**config.mk**
```make
export PLATFORM = sky130hd
export DESIGN_NAME = digest_collector
export DESIGN_NICKNAME = d
export VERILOG_FILES = /design/src/rtl/digest_collector.sv
export SDC_FILE = /design/constraint.sdc
export NUM_CORES = 1
export LEC_CHECK = 0
export CAP_MARGIN = 20
export CORE_ASPECT_RATIO = 0.9
export CORE_MARGIN = 10
export CORE_UTILIZATION = 35
export CTS_BUF_LIST = sky130_fd_sc_hd__clkbuf_16
export DETAILED_ROUTE_END_ITERATION = 16
export PLACE_DENSITY_LB_ADDON = 0.2
export SLEW_MARGIN = 0
export SYNTH_ARGS = -nofsm -noshare
export SYNTH_HDL_FRONTEND = slang
export SYNTH_SLANG_ARGS = --single-unit
```
**constraint.sdc**
```tcl
create_clock -name clk -period 2.4 [get_ports clk]
set_input_delay 0.48 -clock clk [delete_from_list [all_inputs] [get_ports clk]]
set_output_delay 0.48 -clock clk [all_outputs]
set_load 0.03 [all_outputs]
```
**src/rtl/digest_collector.sv**
```systemverilog
// Collects NWORDS answer words from the hash core into one digest, then holds it
// until the consumer acknowledges. Words arriving while a digest is held are dropped.
module digest_collector #(
  parameter  int NWORDS = 10,
  parameter  int WW     = 16,
  localparam int DW     = NWORDS * WW
) (
  input  logic          clk,
  input  logic          rst_n,
  input  logic          i_valid,
  input  logic [WW-1:0] i_word,
  input  logic [DW-1:0] i_expect,
  input  logic          i_ack,
  output logic [DW-1:0] o_digest,
  output logic          o_digest_valid,
  output logic          o_match,
  output logic          o_err_short,
  output logic          o_overrun,
  output logic          o_busy
);

  // state   | meaning
  // IDLE    | no frame in progress, nothing held
  // COLLECT | words 0..count-1 of a frame are in the shadow
  // HOLD    | digest held, waiting for i_ack
  // DROP    | digest held (or just acked) while a word burst is being dropped
  typedef enum logic [1:0] {S_IDLE, S_COLLECT, S_HOLD, S_DROP} state_t;

  localparam int              CW   = $clog2(NWORDS + 1);
  localparam int              SW   = DW - WW;
  localparam logic [CW-1:0]   LAST = CW'(NWORDS - 1);

  state_t        r_state, w_next;
  logic [CW-1:0] r_count, w_count;
  logic [SW-1:0] r_shadow, w_shadow;
  logic [DW-1:0] r_digest, w_digest;
  logic          r_dv, w_dv;
  logic          r_match, w_match;
  logic          r_err, w_err;
  logic          r_ovr, w_ovr;
  logic          w_wr_en;
  logic [CW-1:0] w_wr_idx;
  logic          w_last;
  logic [DW-1:0] w_assembled;

  // The last word never lands in the shadow; it is merged straight into the digest.
  assign w_last      = (r_count == LAST);
  assign w_assembled = {r_shadow, i_word};

  always_ff @(posedge clk or negedge rst_n) begin
    if (!rst_n) begin
      r_state  <= S_IDLE;
      r_count  <= '0;
      r_shadow <= '0;
      r_digest <= '0;
      r_dv     <= 1'b0;
      r_match  <= 1'b0;
      r_err    <= 1'b0;
      r_ovr    <= 1'b0;
    end else begin
      r_state  <= w_next;
      r_count  <= w_count;
      r_shadow <= w_shadow;
      r_digest <= w_digest;
      r_dv     <= w_dv;
      r_match  <= w_match;
      r_err    <= w_err;
      r_ovr    <= w_ovr;
    end
  end

  always_comb begin
    w_next = r_state;
    case (r_state)
      S_IDLE:    if (i_valid) w_next = S_COLLECT;
      S_COLLECT: begin
        if (!i_valid)    w_next = S_IDLE;
        else if (w_last) w_next = S_HOLD;
      end
      S_HOLD: begin
        if (i_valid)    w_next = i_ack ? S_COLLECT : S_DROP;
        else if (i_ack) w_next = S_IDLE;
      end
      S_DROP:    if (!i_valid) w_next = (r_dv && !i_ack) ? S_HOLD : S_IDLE;
      default:   w_next = S_IDLE;
    endcase
  end

  always_comb begin
    w_count  = r_count;
    w_shadow = r_shadow;
    w_digest = r_digest;
    w_dv     = r_dv;
    w_match  = r_match;
    w_err    = 1'b0;
    w_ovr    = 1'b0;
    w_wr_en  = 1'b0;
    w_wr_idx = '0;
    case (r_state)
      S_IDLE: begin
        if (i_valid) begin
          w_wr_en = 1'b1;
          w_count = CW'(1);
        end
      end
      S_COLLECT: begin
        if (!i_valid) begin
          w_err   = 1'b1;
          w_count = '0;
        end else if (w_last) begin
          w_digest = w_assembled;
          w_dv     = 1'b1;
          w_match  = (w_assembled == i_expect);
          w_count  = '0;
        end else begin
          w_wr_en  = 1'b1;
          w_wr_idx = r_count;
          w_count  = r_count + CW'(1);
        end
      end
      S_HOLD: begin
        if (i_ack) begin
          w_dv    = 1'b0;
          w_match = 1'b0;
          if (i_valid) begin
            w_wr_en = 1'b1;
            w_count = CW'(1);
          end
        end else if (i_valid) begin
          w_ovr = 1'b1;
        end
      end
      S_DROP: begin
        w_ovr = i_valid;
        if (i_ack) begin
          w_dv    = 1'b0;
          w_match = 1'b0;
        end
      end
      default: ;
    endcase
    if (w_wr_en) begin
      for (int k = 0; k < NWORDS - 1; k++) begin
        if (w_wr_idx == CW'(k)) w_shadow[SW-1-k*WW -: WW] = i_word;
      end
    end
  end

  assign o_digest       = r_digest;
  assign o_digest_valid = r_dv;
  assign o_match        = r_match;
  assign o_err_short    = r_err;
  assign o_overrun      = r_ovr;
  assign o_busy         = (r_state == S_COLLECT);

endmodule

```
Word-level counts from Yosys, hierarchy flattened

Index checks and enable logic that the tools add are counted.
W data, S select, Z words.

Add/subtract/negate cells: 1
Eq/ne operators: 21
Mux-type cells: 33
Reductions and logical operators: 20

Operator list:

| kind                  | number |
|---|---|
| $eq A160 B160 Y1      | 1 |
| $mux W4               | 7 |
| $reduce_and A2 Y1     | 10 |
| $eq A4 B3 Y1 const B  | 4 |
| $mux W2               | 8 |
| $mux W1               | 12 |
| $pmux W4 S3           | 1 |
| $eq A4 B2 Y1 const B  | 2 |
| $eq A4 B4 Y1 const B  | 2 |
| $ne A2 B2 Y1 const B  | 4 |
| $pmux W2 S4           | 1 |
| $reduce_and A4 Y1     | 2 |
| $pmux W1 S2           | 3 |
| $add A4 B1 Y4 const B | 1 |
| $eq A2 B2 Y1 const B  | 2 |
| $eq A4 B1 Y1 const B  | 1 |
| $logic_not A4 Y1      | 1 |
| $ne A2 B1 Y1 const B  | 2 |
| $ne A3 B2 Y1 const B  | 1 |
| $ne A3 B3 Y1 const B  | 1 |
| $pmux W1 S3           | 1 |
| $reduce_and A3 Y1     | 1 |
| $reduce_bool A3 Y1    | 1 |
| $eq A2 B1 Y1 const B  | 1 |
| 5 further kinds       | 5 |

Flip-flop bits (word level): 314
Input port bits: 180
Output and inout port bits: 165

Logic depth before layout (Yosys ltp)

Depth after elaboration: 6
Gate-level depth with buffers: 8
Mapped depth without buffers: 7

Least setup slack after synthesis

OpenSTA, ideal clock, no wires.

Path type: register -> register
Start point: reg r_state[1]
End point: reg r_shadow[71]
Library setup time: 0.125 ns
Arrival time: 2.442 ns
Slack: -0.166 ns
Cell stages (with the launch flop): 9
Period minus slack after synthesis: 2.566 ns
Path through: dfrtp_1 > inv_1 > ha_1 > nand2_2 > nor3_1 > o211ai_4 > nor3_4 > buf_6 > mux2_2

Word-level cells in the longest chain between the ends: 4
Elaborated cells between the ends (all ways): 7
Classes of those cells: eq/ne: 3; mux: 2; reduce/logical: 2

Ends and longest elaborated chain:

| element                              | line | source |
|---|---|---|
| from (decl)                          | 33   | `state_t r_state, w_next;` |
| from (signal assigned)               | 61   | `r_state <= w_next;` |
| $eq A2 B1 Y1 *                       | n/a  |  |
| net o_busy                           | 19   | `output logic o_busy` |
| $mux W4                              | 99   | `case (r_state)` |
| $eq A4 B3 Y1                         | 144  | `if (w_wr_idx == CW'(k)) w_shadow[SW-1-k*WW -: WW] = i_word;` |
| $reduce_and A2 Y1 (no source line) * | n/a  |  |
| to (signal assigned)                 | 63   | `r_shadow <= w_shadow;` |
| to (decl)                            | 35   | `logic [SW-1:0] r_shadow, w_shadow;` |

Mark *: on every way through the listed nets, which the timed path passes. The rest lies on a longest branch.
A chain may end at the register's enable or synchronous reset.

Final worst setup path

Start point: reg r_state[0]
End point: reg r_shadow[126]

Word-level cells in the longest chain between the ends: 4
Elaborated cells between the ends (all ways): 7
Classes of those cells: eq/ne: 3; mux: 2; reduce/logical: 2

Ends and longest elaborated chain:

| element                              | line |
|---|---|
| $eq A2 B1 Y1                         | 99 |
| $mux W4                              | 99 |
| $eq A4 B1 Y1                         | 144 |
| $reduce_and A2 Y1 (no source line) * | n/a |

Mark *: on every way between the ends. The rest lies on a longest branch, timed or not.

==> tab_implementation.tex <==
\begin{tabular}{lr}
\hline
Metric & Value \\
\hline
\multicolumn{2}{l}{\textbf{Power}} \\
\quad Power density over the cells & roughly 800 nW/um\^{}2 \\
\quad Maximum VDD drop & 458 uV \\
\quad Leakage power & 0.00914 uW \\
\quad Total Power & approximately 16,000 uW \\
\multicolumn{2}{l}{\textbf{Clocking}} \\
\quad Latest clock arrival within the worst-skew pair & 0.53 ns \\
\quad Clk slew on worst S/H paths & $\sim$0.050 ns \\
\quad Number of sinks on the clock net & about 310 \\
\quad Deepest level of the CTS H-tree & 2 \\
\quad Max Buffers Root-to-Sink & 3 \\
\quad CTS tree & yes \\
\quad Clock buffers created by TritonCTS & 38 \\
\quad Clock tree root buffer cell & clkbuf\_16 \\
\multicolumn{2}{l}{\textbf{STA}} \\
\quad Setup violation total in the final timing report & 0 \\
\quad Headroom to the max-slew limit & $\sim$63\% \\
\quad Time the final worst path needs with I/O delays and setup & about 2.4 ns \\
\quad Hold violation total from the final report & 0 \\
\quad Period Utilization, post-route & 98.6\% \\
\quad Final worst hold slack & 0.501 ns \\
\quad Highest Clock Rate & 422 MHz \\
\quad Transition at the pin with the smallest max-transition slack & 0.562 ns \\
\quad Count of pins over their slew limit & 0 \\
\quad Worst Clk Skew & 0.0244 ns \\
\quad Setup TNS & 0 ns \\
\quad Setup repair after global routing missed its margin & yes \\
\multicolumn{2}{l}{\textbf{GRT}} \\
\quad Vias in the first global route & 10,180 \\
\quad Pin count of the biggest net entering global routing & 61 \\
\quad Global-route wire length before repair & just over 70,000 um \\
\quad Gr ovfl total & 0 \\
\quad Global-route usage over all layers & 19.7\% \\
\quad Number of antenna violations at the first check in global routing & 7 \\
\multicolumn{2}{l}{\textbf{Synthesis}} \\
\quad Post-Syn Nets & 1,140 \\
\quad Synth top area cells & dfrtp\_1 (55\%), mux2\_2 (19\%), xnor2\_1 (7.5\%), mux2\_4 (6.7\%), xor2\_1 (2.5\%) \\
\quad Number of enable flip-flop cells after synthesis & 0 \\
\quad Most frequently used flop master after synthesis & dfrtp\_1 \\
\quad Summed instance area of the synthesized netlist & 14,200 sq um \\
\quad Flops \& latches, synth & 314 \\
\quad Async SR Flop Fraction & between 90\% and 100\% \\
\quad Top cells by count, synth & dfrtp\_1 (314), mux2\_2 (243), xnor2\_1 (121) \\
\quad Avg Cell Area, Syn & roughly 15 sq um \\
\quad Post-synth top area cell & dfrtp\_1 \\
\quad Most common cell in the synthesized netlist & dfrtp\_1 \\
\quad Yosys warning total & 0 \\
\quad Synth unique cells & 40 \\
\quad Share of the synthesized area in the top cell type & 55.5\% \\
\quad Proportion of synthesized chip area in sequential cells & 55.5\% \\
\quad Gate count after technology mapping & 955 \\
\multicolumn{2}{l}{\textbf{Hold path}} \\
\quad Class of the most critical hold timing path & in -> async \\
\multicolumn{2}{l}{\textbf{Worst setup path}} \\
\quad Maximum single-stage delay on the critical path & between 0.3 and 0.4 ns \\
\quad Worst-path cell chain & inv\_2 > ha\_4 > or2b\_4 > o211a\_4 > buf\_6 > o211ai\_4 > buf\_12 > nor4\_4 > buf\_4 > clkbuf\_16 > mux2\_4 \\
\quad CP endpoint & r\_shadow[126] \\
\quad Number of gates on the worst path with buffers counted & 11 \\
\quad Crit path buf inv count & 5 \\
\quad Logic depth of the worst register-to-register path & 11 \\
\quad Setup crit end kind & flip-flop \\
\quad Setup slack of the most critical reg-to-reg path & between 0.03 and 0.04 ns \\
\quad Worst setup path class & reg -> reg \\
\quad Cell family contributing the most delay on the critical path & buffers and inverters \\
\quad Slowest cell on the critical path & dfrtp\_1 \\
\quad Reg2Reg Capture Point & r\_shadow[126] \\
\quad Critical path origin & r\_state[0] \\
\quad Worst endpoint data arrival time & 2.76 ns \\
\quad Crit path required time & 2.79 ns \\
\quad Critical path peak fanout & 4 \\
\quad Reg2Reg Launch Point & r\_state[0] \\
\quad Kind of start point of the critical path & flip-flop \\
\multicolumn{2}{l}{\textbf{Cells and area}} \\
\quad Footprint of the multi-input gates & 6060 sq um \\
\quad Count of filler cells inserted in the layout & between 3,000 and 4,000 \\
\quad Final \#Nets & about 1,600 \\
\quad Area growth from synthesis to final layout & 43.3\% \\
\quad Proportion of layout cells with a drive suffix above 1 & 34.1\% \\
\quad FF+latch area & 7860 sq um \\
\multicolumn{2}{l}{\textbf{Route}} \\
\quad Number of remaining DRC errors & 0 \\
\quad 1st-iter DRT viols & approximately 440 \\
\quad Avg Vias per Cell & 4.75 \\
\quad Residual antenna-violating net count after detailed routing & 0 \\
\quad Drt wl/cell & 24.8 um \\
\quad Via Count & 9,275 \\
\quad Routed wire length & 48,500 um \\
\quad Initial DRT Pass Iterations & 4 \\
\multicolumn{2}{l}{\textbf{Floorplan}} \\
\quad Top-level port count & about 350 \\
\quad Initial core utilization & between 30 and 40\% \\
\quad Floorplan die area & 48,900 sq um \\
\quad Width of the die & 232 um \\
\quad Row cnt & 69 \\
\quad Core area & 39,700 sq um \\
\quad Die Ht & 211 um \\
\multicolumn{2}{l}{\textbf{Place}} \\
\quad Total half-perimeter wirelength after legalization and detailed placement & 35,000 um \\
\quad Port bufs & 344 \\
\quad Final Wtd Congestion & about 0.81 \\
\multicolumn{2}{l}{\textbf{Flow run}} \\
\quad Total of max-cap violations & 0 \\
\multicolumn{2}{l}{\textbf{Outcome}} \\
\quad Status & completed \\
\hline
\end{tabular}
## state kept, by name (all words and copies together) (netlist names)
signal          count
r_shadow          144
o_overrun           1
o_match             1
r_count             4
o_digest_valid      1
r_state             2
o_err_short         1
o_digest          160
## cell usage in the layout (no fill, tap or decap), types with 3 or more instances in the layout
cell / instances
o31ai_1: 3
clkdlybuf4s50_1: 342
xor2_1: 40
nor4_1: 15
o21ai_0: 8
a21oi_1: 3
buf_4: 76
inv_1: 12
clkinv_2: 6
diode_2: 3
clkbuf_16: 40
nor4_4: 3
nand4_1: 35
mux2_2: 239
clkinv_1: 7
bufinv_16: 3
dfrtp_1: 314
nor2b_1: 4
nand2_1: 10
nor2_4: 4
nor3_4: 3
buf_12: 21
mux2_4: 67
xnor2_1: 121
nor2_1: 6
## worst min-delay path by stage
stage,startpoint,to,slack [ns],cells past startpoint
5_1_grt,o_digest[44],o_digest[44],0.51,1
6_report,rst_n,o_digest[114],0.50,2
4_1_cts,o_digest[152],o_digest[152],0.50,1
3_5_place_dp,rst_n,o_digest[114],0.48,1
3_3_place_gp,o_match,o_match,0.47,2
2_1_floorplan,rst_n,o_digest[0],0.18,0
## worst register-to-register path, cell delays in order (launching register included)
cell and delay [ns]:
dfrtp_1 0.37, inv_2 0.09, ha_4 0.17, or2b_4 0.20
o211a_4 0.16, buf_6 0.10, o211ai_4 0.08, buf_12 0.14
nor4_4 0.29, buf_4 0.21, clkbuf_16 0.16, mux2_4 0.29
## layer usage
metal  vias up  routed length, um  track usage [%]
met1      4730              21400             26.0
met3        60               3120             5.61
li1       4238                  -                -
met4         8                815             4.21
met2       239              23100             31.5
met5         -                 45                0
## timing repair
item / 4_1_cts / 5_1_grt
hold buffers: 1 / 0
cloned: 0 / 1
endpoints found under the hold margin: 52 / 0
resized for setup: 2 / 14
buffers inserted: 6 / 11
setup endpoints to repair: 14 / 94
pin swaps: 2 / 7
## logic make-up (layout without fill, tap and decap cells)
logic type	after synthesis	after routing	share of synthesized area, %
AOI/OAI and AO/OA	23	23	1.31
xor gates and xnor gates	161	161	9.96
adders and majority gates	5	5	0.442
buffers and inverters	53	517	2.22
DFF	314	314	55.5
muxes	307	307	26.1
other	0	3	0
and+or+nand+nor	92	92	4.51
## layout make-up
| type | count | area share (%) |
|---|---|---|
| antenna | 3 | 0.0370 |
| multi-input combinational | 588 | 29.9 |
| clock inverter | 28 | 1.01 |
| timing repair buffer | 445 | 22.2 |
| sequential | 314 | 38.7 |
| clock buffer | 39 | 4.81 |
| tap | 532 | 3.28 |
| inverter | 5 | 0.0925 |
## per-stage QoR
stage / setup WS [ns] / utilization, % / std cells / area, sq um
floorplan: 0.0396 / - / 955 / 14200
global placement: -0.540 / 47.4 / 1865 / 18800
detailed placement: -0.607 / 47.4 / 1865 / 18800
CTS: 0.0182 / 50.6 / 1939 / 20100
global route: -0.0303 / 51.1 / 1952 / 20300
finish: 0.0331 / 51.1 / 1954 / 20300
## where the power goes
group | total [uW] | internal [uW] | switching (uW)
sequential | 6620 | 5940 | 680
clock | 5500 | 3260 | 2240
combinational | 3770 | 2140 | 1630
No activity file was read; power rests on OpenSTA's default activity.
